File: src/rtl/seven_seg_pkg.sv
// Shared constants and the hex-to-segment decoder for the seven-segment scanner.
package seven_seg_pkg;

    localparam int unsigned SEG_W = 7;
    localparam int unsigned NIB_W = 4;

    // Active-high "all segments off" pattern, {G,F,E,D,C,B,A}.
    localparam logic [SEG_W-1:0] SEGS_OFF = 7'h00;

    // Standard hex glyphs, active-high {G,F,E,D,C,B,A}.
    function automatic logic [SEG_W-1:0] hex_to_segs(input logic [NIB_W-1:0] nib);
        logic [SEG_W-1:0] segs;
        case (nib)
            4'h0:    segs = 7'h3F;
            4'h1:    segs = 7'h06;
            4'h2:    segs = 7'h5B;
            4'h3:    segs = 7'h4F;
            4'h4:    segs = 7'h66;
            4'h5:    segs = 7'h6D;
            4'h6:    segs = 7'h7D;
            4'h7:    segs = 7'h07;
            4'h8:    segs = 7'h7F;
            4'h9:    segs = 7'h6F;
            4'hA:    segs = 7'h77;
            4'hB:    segs = 7'h7C;
            4'hC:    segs = 7'h39;
            4'hD:    segs = 7'h5E;
            4'hE:    segs = 7'h79;
            default: segs = 7'h71;
        endcase
        return segs;
    endfunction

endpackage

File: src/rtl/seven_seg_scan_timer.sv
// Slot counter and digit index. The outputs are look-ahead (combinational)
// values describing the state right after the coming clock edge, so the
// top level can register its outputs in step with the counter.
module scan_timer #(
    parameter int unsigned DIV        = 10,
    parameter int unsigned GUARD      = 2,
    parameter int unsigned NUM_DIGITS = 8
) (
    input  logic                          clk,
    input  logic                          rst,
    output logic [$clog2(NUM_DIGITS)-1:0] idx_o,
    output logic                          cnt_zero_o,
    output logic                          in_guard_o,
    output logic                          frame_start_o
);

    localparam int unsigned CNT_W = (DIV > 1) ? $clog2(DIV) : 1;
    localparam int unsigned IDX_W = $clog2(NUM_DIGITS);
    localparam logic [CNT_W-1:0] CNT_LAST = CNT_W'(DIV - 1);
    localparam logic [IDX_W-1:0] IDX_LAST = IDX_W'(NUM_DIGITS - 1);

    logic             run_q, run_d;
    logic [CNT_W-1:0] cnt_q, cnt_d;
    logic [IDX_W-1:0] idx_q, idx_d;

    // Next slot position; the first edge after reset holds 0/0 so it opens frame 0.
    always_comb begin
        run_d = 1'b1;
        cnt_d = cnt_q;
        idx_d = idx_q;
        if (run_q) begin
            if (cnt_q == CNT_LAST) begin
                cnt_d = '0;
                idx_d = (idx_q == IDX_LAST) ? '0 : idx_q + IDX_W'(1);
            end else begin
                cnt_d = cnt_q + CNT_W'(1);
            end
        end
    end

    // Counter state registers.
    always_ff @(posedge clk or posedge rst) begin
        if (rst) begin
            run_q <= 1'b0;
            cnt_q <= '0;
            idx_q <= '0;
        end else begin
            run_q <= run_d;
            cnt_q <= cnt_d;
            idx_q <= idx_d;
        end
    end

    assign idx_o         = idx_d;
    assign cnt_zero_o    = (cnt_d == '0);
    assign in_guard_o    = (32'(cnt_d) < GUARD);
    assign frame_start_o = cnt_zero_o && (idx_d == '0);

endmodule

File: src/rtl/seven_seg_scan.sv
// Multiplexed common-anode seven-segment driver with a double-buffered frame
// and a dark guard window after every digit switch.
module seven_seg_scan
    import seven_seg_pkg::*;
#(
    parameter int unsigned NUM_DIGITS = 8,
    parameter int unsigned CLK_HZ     = 100_000_000,
    parameter int unsigned FRAME_HZ   = 1000,
    parameter int unsigned GUARD      = 2,
    parameter int unsigned ACTIVE_LOW = 1
) (
    input  logic                        clk,
    input  logic                        rst,
    input  logic [NIB_W*NUM_DIGITS-1:0] digits_i,
    input  logic [NUM_DIGITS-1:0]       blank_i,
    input  logic [NUM_DIGITS-1:0]       dp_i,
    input  logic                        load_i,
    output logic [SEG_W-1:0]            segs_o,
    output logic                        dp_o,
    output logic [NUM_DIGITS-1:0]       an_o,
    output logic                        frame_o
);

    localparam int unsigned DIV   = CLK_HZ / (FRAME_HZ * NUM_DIGITS);
    localparam int unsigned IDX_W = $clog2(NUM_DIGITS);
    localparam int unsigned DIG_W = NIB_W * NUM_DIGITS;
    localparam logic        POL_LOW = (ACTIVE_LOW != 0);
    localparam logic [SEG_W-1:0]      SEGS_IDLE = SEGS_OFF ^ {SEG_W{POL_LOW}};
    localparam logic [NUM_DIGITS-1:0] AN_IDLE   = {NUM_DIGITS{POL_LOW}};

    if (NUM_DIGITS < 2) begin : g_bad_digits
        $error("seven_seg_scan: NUM_DIGITS must be at least 2");
    end
    if (DIV < GUARD + 1) begin : g_bad_div
        $error("seven_seg_scan: refresh divider too small for the guard window");
    end

    logic [IDX_W-1:0] idx_c;
    logic             cnt_zero_c;
    logic             in_guard_c;
    logic             frame_start_c;

    scan_timer #(
        .DIV        (DIV),
        .GUARD      (GUARD),
        .NUM_DIGITS (NUM_DIGITS)
    ) u_timer (
        .clk           (clk),
        .rst           (rst),
        .idx_o         (idx_c),
        .cnt_zero_o    (cnt_zero_c),
        .in_guard_o    (in_guard_c),
        .frame_start_o (frame_start_c)
    );

    logic [DIG_W-1:0]      act_dig_q, act_dig_d, pend_dig_q, pend_dig_d;
    logic [NUM_DIGITS-1:0] act_blank_q, act_blank_d, pend_blank_q, pend_blank_d;
    logic [NUM_DIGITS-1:0] act_dp_q, act_dp_d, pend_dp_q, pend_dp_d;
    logic                  pend_v_q, pend_v_d;
    logic                  swap_c;

    logic [SEG_W-1:0]      segs_q, segs_d;
    logic                  dp_q, dp_d;
    logic [NUM_DIGITS-1:0] an_q, an_d;
    logic                  frame_q, frame_d;

    assign swap_c = pend_v_q && cnt_zero_c && (idx_c == '0);

    // Buffer update: the boundary swap uses pre-edge pending data; a load on the same edge only refills pending.
    always_comb begin
        act_dig_d    = act_dig_q;
        act_blank_d  = act_blank_q;
        act_dp_d     = act_dp_q;
        pend_dig_d   = pend_dig_q;
        pend_blank_d = pend_blank_q;
        pend_dp_d    = pend_dp_q;
        pend_v_d     = pend_v_q;
        if (swap_c) begin
            act_dig_d   = pend_dig_q;
            act_blank_d = pend_blank_q;
            act_dp_d    = pend_dp_q;
            pend_v_d    = 1'b0;
        end
        if (load_i) begin
            pend_dig_d   = digits_i;
            pend_blank_d = blank_i;
            pend_dp_d    = dp_i;
            pend_v_d     = 1'b1;
        end
    end

    logic [NIB_W-1:0]      nib_c;
    logic                  lit_c;
    logic [SEG_W-1:0]      segs_hi_c;
    logic                  dp_hi_c;
    logic [NUM_DIGITS-1:0] an_hi_c;

    // Output pattern for the post-edge slot, then board polarity.
    always_comb begin
        nib_c     = act_dig_d[{idx_c, 2'b00} +: NIB_W];
        lit_c     = !in_guard_c && !act_blank_d[idx_c];
        segs_hi_c = SEGS_OFF;
        dp_hi_c   = 1'b0;
        an_hi_c   = '0;
        if (lit_c) begin
            segs_hi_c = hex_to_segs(nib_c);
            dp_hi_c   = act_dp_d[idx_c];
            an_hi_c   = NUM_DIGITS'(1) << idx_c;
        end
        segs_d  = segs_hi_c ^ {SEG_W{POL_LOW}};
        dp_d    = dp_hi_c ^ POL_LOW;
        an_d    = an_hi_c ^ {NUM_DIGITS{POL_LOW}};
        frame_d = frame_start_c;
    end

    // Frame buffers and output registers; reset leaves the display dark.
    always_ff @(posedge clk or posedge rst) begin
        if (rst) begin
            act_dig_q    <= '0;
            act_blank_q  <= '1;
            act_dp_q     <= '0;
            pend_dig_q   <= '0;
            pend_blank_q <= '1;
            pend_dp_q    <= '0;
            pend_v_q     <= 1'b0;
            segs_q       <= SEGS_IDLE;
            dp_q         <= POL_LOW;
            an_q         <= AN_IDLE;
            frame_q      <= 1'b0;
        end else begin
            act_dig_q    <= act_dig_d;
            act_blank_q  <= act_blank_d;
            act_dp_q     <= act_dp_d;
            pend_dig_q   <= pend_dig_d;
            pend_blank_q <= pend_blank_d;
            pend_dp_q    <= pend_dp_d;
            pend_v_q     <= pend_v_d;
            segs_q       <= segs_d;
            dp_q         <= dp_d;
            an_q         <= an_d;
            frame_q      <= frame_d;
        end
    end

    assign segs_o  = segs_q;
    assign dp_o    = dp_q;
    assign an_o    = an_q;
    assign frame_o = frame_q;

endmodule

File: config.mk
export PLATFORM = sky130hd
export DESIGN_NAME = seven_seg_scan
export DESIGN_NICKNAME = d
export VERILOG_FILES = /design/src/rtl/seven_seg_pkg.sv /design/src/rtl/seven_seg_scan_timer.sv /design/src/rtl/seven_seg_scan.sv
export SDC_FILE = /design/constraint.sdc
export NUM_CORES = 1
export LEC_CHECK = 0
export ABC_AREA = 1
export CAP_MARGIN = 20
export CELL_PAD_IN_SITES_DETAIL_PLACEMENT = 0
export CELL_PAD_IN_SITES_GLOBAL_PLACEMENT = 1
export CORE_ASPECT_RATIO = 1.2
export CORE_MARGIN = 5
export CORE_UTILIZATION = 39
export DETAILED_ROUTE_END_ITERATION = 10
export GPL_ROUTABILITY_DRIVEN = 0
export HOLD_SLACK_MARGIN = 0.08
export PLACE_DENSITY = 0.74
export SKIP_CTS_REPAIR_TIMING = 1
export SLEW_MARGIN = 30
export SYNTH_ARGS = -nofsm -noshare
export SYNTH_HDL_FRONTEND = slang
export SYNTH_SLANG_ARGS = --single-unit
File: constraint.sdc
create_clock -name clk -period 4.1 [get_ports clk]
set_input_delay 0.41 -clock clk [delete_from_list [all_inputs] [get_ports clk]]
set_output_delay 0.41 -clock clk [all_outputs]
set_load 0.02 [all_outputs]
==> impl_metrics.toml, run 1 <==
[synthesis]
synth_flop_cell = "dfrtp_1"
synth.most_common_cell = "nand2_1"
synth_commonest_cells = "nand2_1, inv_1, dfrtp_1, nand3_1, o21ai_0"
ys_warn_count = 0
synth_largest_area_cell = "dfrtp_1"
synth_edf_count = 0
synthTopCellsByArea = "dfrtp_1, dfstp_2, nand2_1, inv_1, nand3_1"
avgSynthCellArea_um2 = 8.313
netlist.area_leader.share_pct = 38.99
synth.net_count = 832
synth.distinct_cells = 35
synth_seq_cells = 132
synth_seq_area_share_pct = 52.10
syn_area_mm2 = 0.006417
syn_inst = 772
async_flop_share_pct = 100.0

[power]
power.density_mw_per_mm2 = 627.5
leakage_nw = 3.983
peakVddDrop_v = 0.0003001

[critical_path]
crit_path_cell_trace = "ha_1 > inv_2 > nor2_1 > nand2_1 > nor2_1 > nand3_1 > o21ai_1 > nand3_2 > nor2_4 > nand3_4 > buf_4 > o21ai_1 > nor2_1 > nor2_1 > nand2_1 > nand2_1 > inv_1 > ha_1 > nand3_1 > nand2_1 > nand2_1 > nand3_1"
critPathMaxFanout = 28
r2r_start = "u_timer.cnt_q[0]"
max_stage_delay_ps = 390
path_common_cell = "nand2_1"
crit_buf_inv = 3
start_kind = "flop"
crit_required_ps = 4420
crit_family = "simple AND/OR/NAND/NOR gates"
cp-end-kind = "flop"
critPathKind = "flop to flop"
critPathLaunch = "u_timer.cnt_q[0]"
crit_path_top_delay_cell = "dfrtp_1"
critPathArrivalTime_ps = 3850

[floorplan]
die_w_um = 127.1
dieArea_mm2 = 0.01913
rows = 51
die_h_um = 150.5
io_pins = 68
core_area_mm2 = 0.01621
initial_utilization_pct = 39.59

[clock_tree]
cts_tree = "done"
cts_inserted_buffers = 17
htree_levels = 4
cts_buffer_depth = 2
cts_root_buf = "clkbuf_16"
clkSlewWorstSetupHoldPaths_ps = 50
clkLatencyLatePin_ps = 420
cts.sinks = 132

[drt]
via_per_inst = 4.690
detail-route-antenna-nets = 0
drt_iter0_markers = 259
wirelength_um = 14820
wl_per_cell_um = 13.94
drc_errors = 0
first_pass_iters = 4
num_vias = 4985

[place]
postPlaceCellArea_mm2 = 0.007305
portBuffers = 67
dp_hpwl_um = 10470

[sta]
drv_slew = 0
tightest_slew_ps = 934.0
fmax_ghz = 0.2836
period_share_pct = 86.01
finalSetupTns_ps = 0
rsz0062_at_grt = "no"
min_period_ps = 3526
hold_viol = 0
fin_worst_skew_ps = 7.561
slew_headroom_pct = 37.73
setup_viol = 0

[finish]
final_design_area_no_fill_mm2 = 0.007835
n_fill_cell = 1610
synthToLayoutAreaGrowth_pct = 22.09
nets = 900
antenna_cells = 0
drive_gt1_share_pct = 13.87

[global_routing]
grt_pass1_vias = 5148
grt_usage_pct = 16.57
grt_pass1_wl_um = 24980
grt_max_degree = 66
grt_overflow = 0
antenna_found_initial = 0

[job]
maxCapViolations = 0

[min_path]
hold_path_class = "input port to asynchronous set/reset pin"

[run_status]
outcome = "finished, final reports clean"
## path summary, 6_finish.rpt
kind	slack, ps	depth (start not counted)	to
worst max-delay path	570	22	segs_o[5]
worst min-delay path	360	2	u_timer.cnt_q[8]
worst max register to register	570	22	segs_o[5]
worst min register to register	470	2	act_dig_q[27]
max in group asynchronous	2900	3	act_dig_q[29]
min in group clk	470	2	act_dig_q[27]
## metrics by stage
stage | power [mW] | utilization (%) | worst slack [ps] | hold slack [ps] | std cells
after floorplan | 3.109 | - | 216.9 | 436.7 | 772
after global placement | 3.517 | 45.07 | 745.8 | 451.3 | 1033
after detailed placement | 3.561 | 45.07 | 606.8 | 456.7 | 1033
after CTS | 4.963 | 48.32 | 587.3 | 369.2 | 1063
after global routing | 5.286 | 48.34 | 129.2 | 391.6 | 1063
final | 4.917 | 48.34 | 573.6 | 360.2 | 1063
## cells in the final DEF, fill, tap and decap left out, drive strengths merged, types with 10 or more instances in the layout
master,instances
nand2,211
inv,135
dfrtp,100
nand3,72
o21ai,71
clkdlybuf4s50,66
nor2,44
dfstp,32
nand4,26
clkbuf,25
mux2,14
buf,13
and2,10
## cell type report
type,instances,area [um2],share of cell area [%]
clock inverter,5,52.55,0.6707
inverter,137,516.7,6.595
sequential,132,3343,42.67
multi-input combinational,473,2411,30.77
tap,212,265.3,3.385
clock buffer,25,475.5,6.068
timing repair buffer,79,770.7,9.837
## layer usage
metal,global-route usage [%],wire length (um)
met1,20.67,6815
met2,27.99,7316
met3,3.903,494
met4,6.170,189
met5,0,0
## cells by family (layout without fill, tap and decap cells)
group                      count (synthesis)  after routing  synth area share, %
adders and majority gates                  9              9                1.755
AOI/OAI and AO/OA                         75             75                6.532
muxes                                     14             14                2.457
DFF                                      132            132                52.10
buffers and inverters                    167            246                10.33
xor gates and xnor gates                   4              4               0.5460
other                                      1              1              0.05843
and+or+nand+nor                          370            370                26.22
## power breakdown
group	internal (mW)	switching [mW]	total (mW)
clock network	0.854	0.520	1.37
logic	0.627	1.04	1.67
registers	1.72	0.150	1.87
## state kept, by name, summed over array words and instances (netlist names)
| register | flops |
|---|---|
| segs_o | 7 |
| act_dig_q | 32 |
| act_dp_q | 8 |
| frame_o | 1 |
| dp_o | 1 |
| u_timer.run_q | 1 |
| pend_v_q | 1 |
| act_blank_q | 8 |
| an_o | 8 |
| pend_dig_q | 32 |
| pend_blank_q | 8 |
| u_timer.cnt_q | 14 |
| pend_dp_q | 8 |
| u_timer.idx_q | 3 |
No activity file was read; power rests on OpenSTA's default activity.
==> run 2: changes to the inputs <==
--- a/config.mk
+++ b/config.mk
@@ -10,7 +10,7 @@
 export CELL_PAD_IN_SITES_DETAIL_PLACEMENT = 0
 export CELL_PAD_IN_SITES_GLOBAL_PLACEMENT = 1
 export CORE_ASPECT_RATIO = 1.2
-export CORE_MARGIN = 5
+export CORE_MARGIN = 2
 export CORE_UTILIZATION = 39
 export DETAILED_ROUTE_END_ITERATION = 10
 export GPL_ROUTABILITY_DRIVEN = 0
@@ -20,4 +20,5 @@
 export SLEW_MARGIN = 30
 export SYNTH_ARGS = -nofsm -noshare
 export SYNTH_HDL_FRONTEND = slang
+export SYNTH_HIERARCHICAL = 1
 export SYNTH_SLANG_ARGS = --single-unit
==> constraint.sdc (replaced) <==
create_clock -name clk -period 3.1 [get_ports clk]
set_input_delay 0.31 -clock clk [delete_from_list [all_inputs] [get_ports clk]]
set_output_delay 0.31 -clock clk [all_outputs]
set_load 0.02 [all_outputs]
==> run 2 against run 1 <==
  * The run now ends with setup timing left
  * Hold slack gained 44 ps
  * Synthesized cell count is 1.9% lower
  * Wire length is 0.41% higher
  * Combinational power up 24%
  * Clock power is 46% higher
==> impl_metrics.toml, run 2 <==
[finish]
nets = 933
reg_top3 = "act_dig_q (32), pend_dig_q (32), u_timer/cnt_q (14)"
final_common_cell = "nand2_1"
final_design_area_no_fill_mm2 = 0.008315
final_cell_count_no_fill = 1098
drive_gt1_share_pct = 20.88
layout_common_cells = "nand2_1, inv_1, dfrtp_1, clkdlybuf4s50_1, nand3_1"
utilization_pct = 51.71
synthToLayoutAreaGrowth_pct = 31.16
antenna_cells = 0

[critical_path]
reg2regPathDepth = 21
r2r_start = "u_timer/cnt_q[1]"
critPathKind = "flop to flop"
rr_endpoint = "segs_o[4]"
critPathMaxFanout = 16
path_common_cell = "buf_4"
critPathLaunch = "u_timer/cnt_q[1]"
crit_path_top_delay_cell = "dfrtp_1"
worstSetupEndpoint = "segs_o[4]"
cp-end-kind = "flop"
crit_required_ps = 3420
start_kind = "flop"
crit_buf_inv = 8
r2r_slack_ps = -120
crit_family = "simple AND/OR/NAND/NOR gates"
max_stage_delay_ps = 350
path_depth = 21
crit_path_cell_trace = "ha_2 > nand2_2 > clkinv_2 > nand2_2 > nor2_4 > nand2_4 > buf_4 > buf_4 > o21ai_2 > inv_2 > nor2_4 > nand3_4 > buf_12 > buf_4 > o21ai_1 > inv_1 > nand2_1 > nand4_4 > a21oi_4 > buf_12 > nand3_1"
critPathArrivalTime_ps = 3540

[power]
peakVddDrop_v = 0.0003769
finalPower_mw = 6.480
power.density_mw_per_mm2 = 779.2
leakage_nw = 4.194

[job]
maxCapViolations = 0

[sta]
drv_slew = 0
rsz0062_at_grt = "yes"
period_share_pct = 103.9
finalSetupTns_ps = -1147
hold_viol = 0
tightest_slew_ps = 811.4
fmax_ghz = 0.3106
min_period_ps = 3220
setup_ws_ps = -120.1
setup_viol = 16
slew_headroom_pct = 45.91
timing.hold.ws_ps = 404.6
fin_worst_skew_ps = 9.427

[synthesis]
synth_largest_area_cell = "dfrtp_1"
synth_seq_area_share_pct = 52.73
synth.distinct_cells = 38
synth.net_count = 817
async_flop_share_pct = 100.0
synth_seq_cells = 132
synth_commonest_cells = "nand2_1, inv_1, dfrtp_1, nand3_1, o21ai_0"
syn_area_mm2 = 0.006340
netlist.area_leader.share_pct = 39.47
synthTopCellsByArea = "dfrtp_1, dfstp_2, nand2_1, inv_1, nand3_1"
syn_inst = 757
avgSynthCellArea_um2 = 8.375
synth_edf_count = 0
ys_warn_count = 6
synth.most_common_cell = "nand2_1"
synth_flop_cell = "dfrtp_1"

[global_routing]
grt_pass1_vias = 5107
use_met2_pct = 30.87
antenna_found_initial = 0
grt_util_met1_pct = 23.67
grt_max_degree = 115
grt_usage_pct = 18.59
grt_pass1_wl_um = 24980
met3_usage_pct = 4.683
grt_overflow = 0
busiest_layer = "met2"

[place]
place_ws_ps = -179.1
dp_hpwl_um = 10780
portBuffers = 67
postPlaceCellArea_mm2 = 0.007601
placedCellCount = 1063

[drt]
detail-route-antenna-nets = 0
via_per_inst = 4.681
num_vias = 5140
first_pass_iters = 5
wirelength_um = 14880
drc_errors = 0
wl_per_cell_um = 13.55
drt_iter0_markers = 282

[min_path]
hold_path_class = "input port to asynchronous set/reset pin"

[run_status]
violations = "setup timing"
outcome = "finished, violations left"

[floorplan]
initial_utilization_pct = 39.43
die_h_um = 143.7
dieArea_mm2 = 0.01730
die_w_um = 120.4
io_pins = 68
core_area_mm2 = 0.01608
rows = 51

[clock_tree]
cts.sinks = 132
clkSlewWorstSetupHoldPaths_ps = 50
cts_root_buf = "clkbuf_16"
clkLatencyLatePin_ps = 420
htree_levels = 4
cts_inserted_buffers = 17
cts_buffer_depth = 2
cts_tree = "done"
[run 2: cell count changes after synthesis, sizes merged, moves of 3 or more]
| cell | before | now |
|---|---|---|
| buf | 12 | 15 |
| inv | 135 | 128 |
| nor2 | 44 | 47 |
| o22ai | 0 | 4 |
| or2 | 4 | 0 |
| nand4 | 26 | 22 |
| nand3 | 72 | 66 |
| mux2 | 14 | 11 |
| clkbuf | 18 | 12 |
[run 2: kinds of logic (layout without fill, tap and decap cells)]
group	after synthesis	in the layout	synth area share, %
AND/OR/NAND/NOR	359	360	25.20
buffers and inverters	158	286	10.32
flip-flops	132	132	52.73
AO/OA/AOI/OAI	85	85	7.677
multiplexers	11	11	1.954
adder cells (fa/ha/maj)	9	9	1.776
XOR/XNOR	2	2	0.2763
other	1	1	0.05915
[run 2: worst min path at each step]
stage	startpoint	end	slack, ps	cells after the start
2_1_floorplan	rst	u_timer/cnt_q[0]	250	1
6_report	rst	u_timer/cnt_q[0]	400	2
3_5_place_dp	act_dig_q[3]	act_dig_q[3]	460	2
3_3_place_gp	act_dig_q[3]	act_dig_q[3]	450	2
5_1_grt	blank_i[0]	pend_blank_q[0]	420	3
4_1_cts	blank_i[0]	pend_blank_q[0]	400	3
[run 2: area by class of cell]
class	instances	area [um2]
clock inverter	9	128.9
inverter	131	498.0
clock buffer	23	457.9
timing repair buffer	123	1182
multi-input combinational	468	2440
fill	1546	7765
tap	212	265.3
sequential	132	3343
[run 2: power by group]
| group | leakage, nW | switching, mW | total [mW] | internal [mW] |
|---|---|---|---|---|
| Combinational | 2.35 | 1.17 | 2.07 | 0.896 |
| Sequential | 1.56 | 0.156 | 2.41 | 2.26 |
| Clock | 0.282 | 0.718 | 2.00 | 1.28 |
| Total | 4.19 | 2.05 | 6.48 | 4.43 |
[run 2: routing by layer]
layer / up-vias / wire length [um]
li1: 2596 / -
met1: 2443 / 6719
met2: 86 / 7483
met3: 15 / 493
met4: 0 / 181
met5: - / 0
==> run 3: changes to the inputs <==
--- a/config.mk
+++ b/config.mk
@@ -11,14 +11,15 @@
 export CELL_PAD_IN_SITES_GLOBAL_PLACEMENT = 1
 export CORE_ASPECT_RATIO = 1.2
 export CORE_MARGIN = 2
-export CORE_UTILIZATION = 39
+export CORE_UTILIZATION = 46
 export DETAILED_ROUTE_END_ITERATION = 10
 export GPL_ROUTABILITY_DRIVEN = 0
 export HOLD_SLACK_MARGIN = 0.08
-export PLACE_DENSITY = 0.74
+export PLACE_DENSITY = 0.82
 export SKIP_CTS_REPAIR_TIMING = 1
 export SLEW_MARGIN = 30
 export SYNTH_ARGS = -nofsm -noshare
 export SYNTH_HDL_FRONTEND = slang
 export SYNTH_HIERARCHICAL = 1
 export SYNTH_SLANG_ARGS = --single-unit
+export TNS_END_PERCENT = 100
==> constraint.sdc (replaced) <==
create_clock -name clk -period 3.97 [get_ports clk]
set_input_delay 0.397 -clock clk [delete_from_list [all_inputs] [get_ports clk]]
set_output_delay 0.397 -clock clk [all_outputs]
set_load 0.02 [all_outputs]
==> run 3 against run 2 <==
  * The flow now finishes without violations
  * Non-clock buffer count shrank 41
  * Wire length shrank 1.8%
  * Design area shrank 6.0%
  * Sequential power shrank 22%
  * Worst setup slack gained 540 ps
  * Register-to-register slack gained 540 ps
  * Final cell count shrank 7.5%
  * Die area shrank 15%
  * First-iteration DRC count grew 1.4%
  * Combinational power shrank 32%
  * Global-route usage grew 2.3 points
  * Count of clock-buffer cells in the layout shrank 3
==> impl_metrics.toml, run 3 (synthesized netlist as in run 2, its figures left out) <==
[power]
clock_power_share_pct = 32.9
leakage_nw = 3.940
peakVddDrop_v = 0.0003045
power.density_mw_per_mm2 = 629.2
p_seq_share_pct = 38.5
switching_share_pct = 31.94
p_comb_share_pct = 28.6
p_int_mw = 3.348
switching_power_mw = 1.571

[sta]
fin_worst_skew_ps = 16.20
setup_viol = 0
rsz0062_at_grt = "no"
min_period_ps = 3551
drv_slew = 0
finalSetupTns_ps = 0
hold_viol = 0
tightest_slew_ps = 898.6
slew_headroom_pct = 39.87
period_share_pct = 89.45
fmax_ghz = 0.2816

[finish]
synthToLayoutAreaGrowth_pct = 23.33
antenna_cells = 0
layout_common_cells = "nand2_1, inv_1, dfrtp_1, clkdlybuf4s50_1, nand3_1"
final_design_area_no_fill_mm2 = 0.007819
drive_gt1_share_pct = 15.15
reg_top3 = "act_dig_q (32), pend_dig_q (32), u_timer/cnt_q (14)"
final_common_cell = "nand2_1"
regArea_mm2 = 0.003343
n_fill_cell = 1267
nets = 892
multi_input_area_mm2 = 0.002355

[critical_path]
start_kind = "flop"
crit_required_ps = 4310
critPathMaxFanout = 19
crit_path_top_delay_cell = "dfrtp_1"
critPathArrivalTime_ps = 3890
path_common_cell = "nand2_1"
r2r_start = "u_timer/cnt_q[0]"
critPathKind = "flop to flop"
max_stage_delay_ps = 400
critPathLaunch = "u_timer/cnt_q[0]"
cp-end-kind = "flop"

[drt]
wirelength_um = 14600
drt_iter0_markers = 286
wl_per_cell_um = 14.37
drc_errors = 0
via_per_inst = 4.959
detail-route-antenna-nets = 0
first_pass_iters = 4
num_vias = 5038

[floorplan]
die_h_um = 132.6
die_w_um = 111.2
initial_utilization_pct = 46.47
rows = 47
io_pins = 68
dieArea_mm2 = 0.01474
core_area_mm2 = 0.01364

[place]
dp_hpwl_um = 10320
postPlaceCellArea_mm2 = 0.007166
portBuffers = 67

[clock_tree]
clkSlewWorstSetupHoldPaths_ps = 60
cts_buffer_depth = 2
cts_root_buf = "clkbuf_16"
cts_inserted_buffers = 17
clkLatencyLatePin_ps = 430
cts.sinks = 132
htree_levels = 4
cts_tree = "done"

[min_path]
worstHoldStart = "act_dig_q[11]"
hold_path_class = "flop to flop"

[global_routing]
grt_max_degree = 54
grt_pass1_wl_um = 24490
grt_overflow = 0
grt_usage_pct = 20.87
antenna_found_initial = 0
grt_pass1_vias = 5108

[run_status]
outcome = "finished, final reports clean"

[job]
maxCapViolations = 0
[run 3: power by group through the flow]
| stage | logic (mW) | registers [mW] | clock network [mW] |
|---|---|---|---|
| floorplan | 0.953 | 1.94 | 0 |
| global placement | 1.34 | 1.91 | 0 |
| detailed placement | 1.37 | 1.92 | 0 |
| CTS | 1.38 | 1.90 | 1.65 |
| global route | 1.61 | 1.93 | 1.71 |
| finish | 1.41 | 1.89 | 1.62 |
[run 3: cell type report]
class,instances,area share (%)
flip-flops and latches,132,42.76
multi-input cells,468,30.12
repair buffers,82,10.11
inverters,131,6.337
clock buffers,20,5.969
well taps,171,2.736
clock inverters,12,1.968
[run 3: metrics by stage]
step | hold WS, ps | utilization, % | power, mW | std cells | worst slack (ps)
floorplan | 335.6 | - | 2.897 | 757 | 610.2
global placement | 448.9 | 52.52 | 3.248 | 982 | 380.0
detailed placement | 454.9 | 52.52 | 3.286 | 982 | 276.3
CTS | 469.8 | 57.07 | 4.935 | 1014 | 253.3
global route | 504.9 | 57.31 | 5.245 | 1016 | 4.508
finish | 464.7 | 57.31 | 4.919 | 1016 | 418.9
[run 3: critical path: cells and delay by family (launching register included)]
kind                       cells  cell delay, ps
DFF                            1             400
AOI/OAI and AO/OA              2             250
adders and majority gates      2             440
buffers and inverters          6             530
and+or+nand+nor               17            1840
[run 3: worst paths after layout]
| kind | endpoint | slack [ps] | cells after the start |
|---|---|---|---|
| max | segs_o[0] | 420 | 27 |
| min | act_dig_q[11] | 460 | 2 |
| max reg2reg | segs_o[0] | 420 | 27 |
| min reg2reg | act_dig_q[11] | 460 | 2 |
| max in group asynchronous | an_o[7] | 2670 | 3 |
| min in group asynchronous | act_dp_q[6] | 470 | 2 |
[run 3: metal layers]
| layer | wire (um) | GRT usage, % | part of all wire (%) |
|---|---|---|---|
| met1 | 6299 | 25.17 | 43 |
| met2 | 7388 | 36.28 | 51 |
| met3 | 550 | 4.352 | 3.8 |
| met4 | 365 | 8.916 | 2.5 |
| met5 | 0 | 0 | 0 |
